===== src/rtl/pci_pkg.sv =====
// Shared types for the PCI bus-master front end:
// FSM states, command codes and the released pad values.
package pci_pkg;

  typedef enum logic [2:0] {
    S_IDLE,
    S_REQ,
    S_ADDR,
    S_DATA,
    S_TURN
  } state_t;

  localparam logic [3:0] MEM_READ  = 4'h6;
  localparam logic [3:0] MEM_WRITE = 4'h7;

  typedef struct packed {
    logic        req_n;
    logic        frame_n;
    logic        frame_oe;
    logic        irdy_n;
    logic        irdy_oe;
    logic [31:0] ad;
    logic        ad_oe;
    logic [3:0]  cbe_n;
    logic        cbe_oe;
  } bus_out_t;

  localparam bus_out_t BUS_IDLE = '{
    req_n:    1'b1,
    frame_n:  1'b1,
    frame_oe: 1'b0,
    irdy_n:   1'b1,
    irdy_oe:  1'b0,
    ad:       32'h0,
    ad_oe:    1'b0,
    cbe_n:    4'hF,
    cbe_oe:   1'b0
  };

endpackage


===== src/rtl/pci_master_if_if.sv =====
// PCI segment signals seen by one bus master: arbiter
// handshake, FRAME#/IRDY#/TRDY#, AD and C/BE# with pad enables.
interface pci_master_if_if;

  logic        req_n;
  logic        gnt_n;
  logic        frame_in_n;
  logic        irdy_in_n;
  logic        trdy_n;
  logic        frame_n;
  logic        frame_oe;
  logic        irdy_n;
  logic        irdy_oe;
  logic [31:0] ad_out;
  logic [31:0] ad_in;
  logic        ad_oe;
  logic [3:0]  cbe_n;
  logic        cbe_oe;

  modport master (
    output req_n, frame_n, frame_oe,
    output irdy_n, irdy_oe,
    output ad_out, ad_oe, cbe_n, cbe_oe,
    input  gnt_n, frame_in_n, irdy_in_n,
    input  trdy_n, ad_in
  );

  modport slave (
    input  req_n, frame_n, frame_oe,
    input  irdy_n, irdy_oe,
    input  ad_out, ad_oe, cbe_n, cbe_oe,
    output gnt_n, frame_in_n, irdy_in_n,
    output trdy_n, ad_in
  );

endinterface


===== src/rtl/pci_master_if.sv =====
// PCI bus-master front end: REQ#/GNT#, address and data phases.
// Optional TRDY# wait timeout with master abort: PCI_MASTER_TIMEOUT_EN.
module pci_master_if
  import pci_pkg::*;
#(
  parameter int MAX_LEN = 8,
  parameter int LEN_W   = 4
`ifdef PCI_MASTER_TIMEOUT_EN
  ,
  parameter int TIMEOUT = 16
`endif
) (
  input  logic             clk,
  input  logic             rst_n,
  input  logic             start,
  input  logic [3:0]       cmd,
  input  logic [31:0]      addr,
  input  logic [LEN_W-1:0] len,
  input  logic [31:0]      wr_data,
  output logic             data_ack,
  output logic [31:0]      rd_data,
  output logic             rd_valid,
  output logic             busy,
  output logic             done,
  output logic             err,
  pci_master_if_if.master  bus
);

  state_t           state;
  state_t           state_nx;
  bus_out_t         bo;
  logic [3:0]       cmd_q;
  logic [31:0]      addr_q;
  logic [LEN_W-1:0] remain;
  logic [LEN_W-1:0] len_c;
  logic             abort_q;
  logic             is_wr;
  logic             last;
  logic             fire;

  assign is_wr = cmd_q[0];
  assign last  = remain == LEN_W'(1);
  assign fire  = state == S_DATA
              && !bus.trdy_n
              && !abort_q;
  assign busy  = state != S_IDLE;

  always_comb begin
    len_c = len;
    unique case (1'b1)
      len == '0:              len_c = LEN_W'(1);
      len > LEN_W'(MAX_LEN):  len_c = LEN_W'(MAX_LEN);
      default: ;
    endcase
  end

  always_ff @(posedge clk or negedge rst_n) begin
    if (!rst_n) state <= S_IDLE;
    else        state <= state_nx;
  end

  always_comb begin
    state_nx = state;
    unique case (state)
      S_IDLE: if (start) state_nx = S_REQ;
      S_REQ:
        if (!bus.gnt_n && bus.frame_in_n
            && bus.irdy_in_n)
          state_nx = S_ADDR;
      S_ADDR: state_nx = S_DATA;
      S_DATA:
        if (abort_q || (fire && last))
          state_nx = S_TURN;
      S_TURN: state_nx = S_IDLE;
      default: state_nx = S_IDLE;
    endcase
  end

  always_comb begin
    bo = BUS_IDLE;
    unique case (state)
      S_REQ: bo.req_n = 1'b0;
      S_ADDR: begin
        bo.frame_n  = 1'b0;
        bo.frame_oe = 1'b1;
        bo.irdy_oe  = 1'b1;
        bo.ad       = addr_q;
        bo.ad_oe    = 1'b1;
        bo.cbe_n    = cmd_q;
        bo.cbe_oe   = 1'b1;
      end
      S_DATA: begin
        bo.frame_n  = last || abort_q;
        bo.frame_oe = 1'b1;
        bo.irdy_n   = 1'b0;
        bo.irdy_oe  = 1'b1;
        bo.ad       = is_wr ? wr_data : '0;
        bo.ad_oe    = is_wr;
        bo.cbe_n    = 4'h0;
        bo.cbe_oe   = 1'b1;
      end
      S_TURN: bo.irdy_oe = 1'b1;
      default: ;
    endcase
  end

  assign bus.req_n    = bo.req_n;
  assign bus.frame_n  = bo.frame_n;
  assign bus.frame_oe = bo.frame_oe;
  assign bus.irdy_n   = bo.irdy_n;
  assign bus.irdy_oe  = bo.irdy_oe;
  assign bus.ad_out   = bo.ad;
  assign bus.ad_oe    = bo.ad_oe;
  assign bus.cbe_n    = bo.cbe_n;
  assign bus.cbe_oe   = bo.cbe_oe;

  always_ff @(posedge clk or negedge rst_n) begin
    if (!rst_n) begin
      cmd_q    <= '0;
      addr_q   <= '0;
      remain   <= '0;
      data_ack <= 1'b0;
      rd_valid <= 1'b0;
      rd_data  <= '0;
      done     <= 1'b0;
    end else begin
      data_ack <= fire;
      rd_valid <= fire && !is_wr;
      done     <= state == S_TURN;
      if (state == S_IDLE && start) begin
        cmd_q  <= cmd;
        addr_q <= addr;
        remain <= len_c;
      end
      if (fire) begin
        remain <= remain - LEN_W'(1);
        if (!is_wr) rd_data <= bus.ad_in;
      end
    end
  end

`ifdef PCI_MASTER_TIMEOUT_EN
  localparam int WT_W = $clog2(TIMEOUT) + 1;

  logic [WT_W-1:0] wait_q;
  logic            err_q;

  // abort_q holds from the FRAME#-release cycle through TURN
  always_ff @(posedge clk or negedge rst_n) begin
    if (!rst_n) begin
      wait_q  <= '0;
      abort_q <= 1'b0;
      err_q   <= 1'b0;
    end else begin
      err_q <= state == S_TURN && abort_q;
      if (state != S_DATA || !bus.trdy_n)
        wait_q <= '0;
      else if (!abort_q)
        wait_q <= wait_q + 1'b1;
      if (state == S_TURN)
        abort_q <= 1'b0;
      else if (state == S_DATA && bus.trdy_n
               && !abort_q
               && wait_q == WT_W'(TIMEOUT - 1))
        abort_q <= 1'b1;
    end
  end

  assign err = err_q;
`else
  assign abort_q = 1'b0;
  assign err     = 1'b0;
`endif

endmodule


===== src/flat_wrapper.sv =====
// flat-port wrapper written by rule: the top's interface ports become plain ports
module pci_master_if_flat import pci_pkg::*;
#(
  parameter int MAX_LEN = 8,
  parameter int LEN_W   = 4

)
  (clk, rst_n, start, cmd, addr, len, wr_data, data_ack, rd_data, rd_valid, busy, done, err, bus_req_n, bus_frame_n, bus_frame_oe, bus_irdy_n, bus_irdy_oe, bus_ad_out, bus_ad_oe, bus_cbe_n, bus_cbe_oe, bus_gnt_n, bus_frame_in_n, bus_irdy_in_n, bus_trdy_n, bus_ad_in);
  pci_master_if_if bus_i ();
  input  logic clk;
  input  logic rst_n;
  input  logic start;
  input  logic [3:0] cmd;
  input  logic [31:0] addr;
  input  logic [LEN_W-1:0] len;
  input  logic [31:0] wr_data;
  output logic data_ack;
  output logic [31:0] rd_data;
  output logic rd_valid;
  output logic busy;
  output logic done;
  output logic err;
  output wire logic [$bits(bus_i.req_n)-1:0] bus_req_n;
  output wire logic [$bits(bus_i.frame_n)-1:0] bus_frame_n;
  output wire logic [$bits(bus_i.frame_oe)-1:0] bus_frame_oe;
  output wire logic [$bits(bus_i.irdy_n)-1:0] bus_irdy_n;
  output wire logic [$bits(bus_i.irdy_oe)-1:0] bus_irdy_oe;
  output wire logic [$bits(bus_i.ad_out)-1:0] bus_ad_out;
  output wire logic [$bits(bus_i.ad_oe)-1:0] bus_ad_oe;
  output wire logic [$bits(bus_i.cbe_n)-1:0] bus_cbe_n;
  output wire logic [$bits(bus_i.cbe_oe)-1:0] bus_cbe_oe;
  input wire logic [$bits(bus_i.gnt_n)-1:0] bus_gnt_n;
  input wire logic [$bits(bus_i.frame_in_n)-1:0] bus_frame_in_n;
  input wire logic [$bits(bus_i.irdy_in_n)-1:0] bus_irdy_in_n;
  input wire logic [$bits(bus_i.trdy_n)-1:0] bus_trdy_n;
  input wire logic [$bits(bus_i.ad_in)-1:0] bus_ad_in;
  assign bus_req_n = bus_i.req_n;
  assign bus_frame_n = bus_i.frame_n;
  assign bus_frame_oe = bus_i.frame_oe;
  assign bus_irdy_n = bus_i.irdy_n;
  assign bus_irdy_oe = bus_i.irdy_oe;
  assign bus_ad_out = bus_i.ad_out;
  assign bus_ad_oe = bus_i.ad_oe;
  assign bus_cbe_n = bus_i.cbe_n;
  assign bus_cbe_oe = bus_i.cbe_oe;
  assign bus_i.gnt_n = bus_gnt_n;
  assign bus_i.frame_in_n = bus_frame_in_n;
  assign bus_i.irdy_in_n = bus_irdy_in_n;
  assign bus_i.trdy_n = bus_trdy_n;
  assign bus_i.ad_in = bus_ad_in;
  pci_master_if #(.MAX_LEN(MAX_LEN), .LEN_W(LEN_W)) u_core (.clk(clk), .rst_n(rst_n), .start(start), .cmd(cmd), .addr(addr), .len(len), .wr_data(wr_data), .data_ack(data_ack), .rd_data(rd_data), .rd_valid(rd_valid), .busy(busy), .done(done), .err(err), .bus(bus_i));
endmodule

===== config.mk =====
export PLATFORM = sky130hd
export DESIGN_NAME = pci_master_if_flat
export DESIGN_NICKNAME = d
export VERILOG_FILES = /design/src/rtl/pci_pkg.sv /design/src/rtl/pci_master_if_if.sv /design/src/rtl/pci_master_if.sv /design/src/flat_wrapper.sv
export SDC_FILE = /design/constraint.sdc
export NUM_CORES = 1
export LEC_CHECK = 0
export CAP_MARGIN = 20
export CORE_MARGIN = 2
export CORE_UTILIZATION = 34
export DETAILED_ROUTE_END_ITERATION = 10
export GPL_TIMING_DRIVEN = 0
export PLACE_DENSITY = 0.75
export SYNTH_ARGS = -nofsm -noshare
export SYNTH_HDL_FRONTEND = slang
export SYNTH_SLANG_ARGS = --single-unit

===== constraint.sdc =====
create_clock -name clk -period 4.1 [get_ports clk]
set_clock_uncertainty 0.05 [all_clocks]
set_input_delay 1.23 -clock clk [delete_from_list [all_inputs] [get_ports clk]]
set_output_delay 1.23 -clock clk [all_outputs]
set_load 0.005 [all_outputs]

==> flow_metrics.env, run 1 <==
export IMPL_cts_resized=0
export IMPL_syn_num_nets=389
export IMPL_period_share=0.951
export IMPL_seqCellArea_um2=1950
export IMPL_post_cts_repair_setup_buffers=0
export IMPL_io_pins=191
export IMPL_worst_slack_ns=0.203
export IMPL_slew_limit_headroom=0.660
export IMPL_total_power_uw=3890
export IMPL_clockBufferDepth=2
export IMPL_cp_cell_sequence="buf_2, nor3b_2, clkbuf_1, a22o_1, clkdlybuf4s50_1"
export IMPL_tightestPinTransition_ns=0.508
export IMPL_clk_pin_slew_ns=0.08
export IMPL_hold_viol_final=0
export IMPL_grt_pass1_vias=3137
export IMPL_crit_type="reg2out"
export IMPL_clk_latency_ns=0.35
export IMPL_synth_top_area_frac=0.534
export IMPL_syn_to_final_growth_pct=62.5
export IMPL_drv_slew=0
export IMPL_worstPathMaxFanout=10
export IMPL_place_congestion=0.813
export IMPL_die_h_um=108
export IMPL_multiInputGateArea_um2=1540
export IMPL_fin_util=0.573
export IMPL_outcome="completed"
export IMPL_worstHoldPathType="reg2reg"
export IMPL_totalWireLength_um=10100
export IMPL_grt_antenna_before_repair=0
export IMPL_period_needed_ns=3.90
export IMPL_required_ns=2.82
export IMPL_core_area_um2=10400
export IMPL_grt_max_degree=44
export IMPL_num_rows=37
export IMPL_endpoint_kind="primary output"
export IMPL_viasPerCell=4.76
export IMPL_hpwl_um=7840
export IMPL_start_util=0.353
export IMPL_ys_warn_count=0
export IMPL_synth_distinct_cells=39
export IMPL_nNetsFinal=590
export IMPL_leakagePower_uw=0.00256
export IMPL_critPathSlowestCell="clkdlybuf4s50_1"
export IMPL_ant_nets=0
export IMPL_ir_worst_vdd_uv=309
export IMPL_yosys_area_top_type="dfrtp_1"
export IMPL_drive_gt1_frac=0.218
export IMPL_slowest_delay_ns=0.49
export IMPL_worstPathArrival_ns=2.62
export IMPL_track_usage=0.179
export IMPL_drc_errors=0
export IMPL_wl_per_cell_um=16.4
export IMPL_cts_tree="done"
export IMPL_htreeDepth=3
export IMPL_overflow=0
export IMPL_n_antenna_cell=0
export IMPL_ctsHoldBuffers=0
export IMPL_port_buffers=189
export IMPL_drt_iter0_markers=89
export IMPL_netlist_instances=276
export IMPL_rsz0062_at_grt="no"
export IMPL_power_density_nw_per_um2=655
export IMPL_synth_seq_cells=78
export IMPL_avgSynthCellArea_um2=13.3
export IMPL_first_pass_iters=4
export IMPL_setup_viol=0
export IMPL_grt_first_pass_wirelength_um=16100
export IMPL_hold_ws_ns=0.455
export IMPL_pre_cts_ws_ns=0.413
export IMPL_synth_area_leaders="dfrtp_1 (53%), mux2_4 (12%), mux2_2 (11%), a22o_1 (5.7%), nor2b_1 (1.5%)"
export IMPL_final_setup_tns_ns=0
export IMPL_numCtsBuffers=9
export IMPL_num_vias=2943
export IMPL_crit_path_start_kind="flip-flop"
export IMPL_fillerInstances=891
export IMPL_max_freq_ghz=0.257
export IMPL_netlist_area_um2=3660
export IMPL_maxCapViolCount=0
export IMPL_cts_sinks=78
export IMPL_ys_seq_area_frac=0.534
export IMPL_cts_root_buf="clkbuf_8"
export IMPL_die_area_um2=11600
export IMPL_die_x_um=108
[cells by family after synthesis]
kind of cell / share of synthesized area
mux: 0.232
buf+inv: 0.0465
simple gates: 0.0787
compound gates: 0.101
other cells: 0.00103
flops: 0.534
fa+ha+maj: 0.00684
[through the flow]
stage,std cells,instance area (um2)
CTS,618,5940
global route,618,5940
global placement,601,5720
detailed placement,602,5740
floorplan,276,3660
finish,618,5940
[critical path, delay by kind of cell, from the launching register on]
family / cells / cell delay, ns
buffers and inverters: 3 / 1.14
AO/OA/AOI/OAI: 1 / 0.21
flip-flops: 1 / 0.46
AND/OR/NAND/NOR: 1 / 0.46
[where the power goes]
group / total, uW / internal (uW) / switching (uW)
Combinational: 1950 / 1300 / 651
Clock: 579 / 283 / 296
Sequential: 1370 / 1150 / 220
[placed cells by master (no fill, tap or decap), types with 3 or more instances in the layout]
| cell | netlist | layout |
|---|---|---|
| a21oi_1 | 8 | 8 |
| a211oi_1 | 3 | 3 |
| clkbuf_1 | 6 | 5 |
| nor2b_1 | 9 | 9 |
| buf_6 | 4 | 4 |
| inv_1 | 9 | 9 |
| dfrtp_1 | 78 | 78 |
| mux2_4 | 29 | 29 |
| mux2_2 | 35 | 35 |
| nor2_1 | 10 | 10 |
| o21ai_0 | 10 | 10 |
| buf_2 | 10 | 10 |
| a22o_1 | 24 | 24 |
| clkdlybuf4s50_1 | 0 | 188 |
| clkbuf_8 | 0 | 9 |
| buf_4 | 2 | 3 |
| nand2_1 | 6 | 6 |
| nor3_1 | 3 | 3 |
| or3_1 | 3 | 3 |
[worst paths after layout]
kind                            cells past startpoint                end  slack [ns]              start
worst max register to register                      5  u_core.addr_q[11]        2.10    u_core.state[1]
worst min register to register                      1  u_core.addr_q[22]        0.45  u_core.addr_q[22]
min in group asynchronous                           1  u_core.addr_q[27]        0.79              rst_n
worst min-delay path                                1  u_core.addr_q[22]        0.45  u_core.addr_q[22]
worst max-delay path                                5     bus_ad_out[10]        0.20    u_core.state[0]
max in group asynchronous                           2  u_core.addr_q[22]        2.63              rst_n
[layout make-up]
cell class | instances | area share
clock inverters | 7 | 0.0124
well taps | 136 | 0.0286
inverters | 10 | 0.00632
multi-input cells | 166 | 0.258
plain buffers | 22 | 0.0225
repair buffers | 190 | 0.323
flip-flops and latches | 78 | 0.328
clock buffers | 9 | 0.0208
[cell usage after synthesis]
cell type,count
or3b_2,2
a21o_1,1
mux2_2,35
conb_1,1
nor4bb_1,1
clkinv_1,1
clkbuf_1,6
nor3_1,3
a22o_1,24
ha_1,2
nand2b_1,2
and2_1,1
nor3b_1,1
a211oi_1,3
dfrtp_1,78
nor2_1,10
nor4b_2,1
buf_6,4
nand3b_4,1
and3_1,1
a211o_1,1
o311ai_0,1
mux2_4,29
nor3b_2,1
o211ai_1,2
mux2i_1,2
nand4bb_1,1
nor2b_1,9
a21oi_1,8
buf_2,10
inv_1,9
buf_4,2
nand3b_1,1
or3_1,3
nand2_1,6
o21ai_0,10
nand3_1,1
o22ai_1,1
or2_2,1
[per-layer routing]
| layer | vias up | GRT usage | share of wire |
|---|---|---|---|
| li1 | 1382 | - | - |
| met1 | 1452 | 0.221 | 0.41 |
| met2 | 95 | 0.304 | 0.51 |
| met3 | 14 | 0.0442 | 0.060 |
| met4 | 0 | 0.0650 | 0.014 |
| met5 | - | 0 | 0 |
[flip-flops by register name, indices dropped and copies added (netlist names)]
register / flops
u_core.state: 3
u_core.done: 1
u_core.rd_data: 32
u_core.rd_valid: 1
u_core.remain: 4
u_core.data_ack: 1
u_core.addr_q: 32
u_core.cmd_q: 4
Note: power is estimated with default switching activity, not from simulation.
==> run 2, diff against run 1 <==
--- a/config.mk
+++ b/config.mk
@@ -11,6 +11,7 @@
 export DETAILED_ROUTE_END_ITERATION = 10
 export GPL_TIMING_DRIVEN = 0
 export PLACE_DENSITY = 0.75
+export SLEW_MARGIN = 0
 export SYNTH_ARGS = -nofsm -noshare
 export SYNTH_HDL_FRONTEND = slang
 export SYNTH_SLANG_ARGS = --single-unit
==> results of run 2 <==
The final DEF is identical to that of run 1; final timing and power are the same.
==> run 3, diff against run 2 <==
--- a/config.mk
+++ b/config.mk
@@ -5,6 +5,7 @@
 export SDC_FILE = /design/constraint.sdc
 export NUM_CORES = 1
 export LEC_CHECK = 0
+export ABC_AREA = 0
 export CAP_MARGIN = 20
 export CORE_MARGIN = 2
 export CORE_UTILIZATION = 34
==> results of run 3 <==
The final DEF is identical to that of run 1; final timing and power are the same.
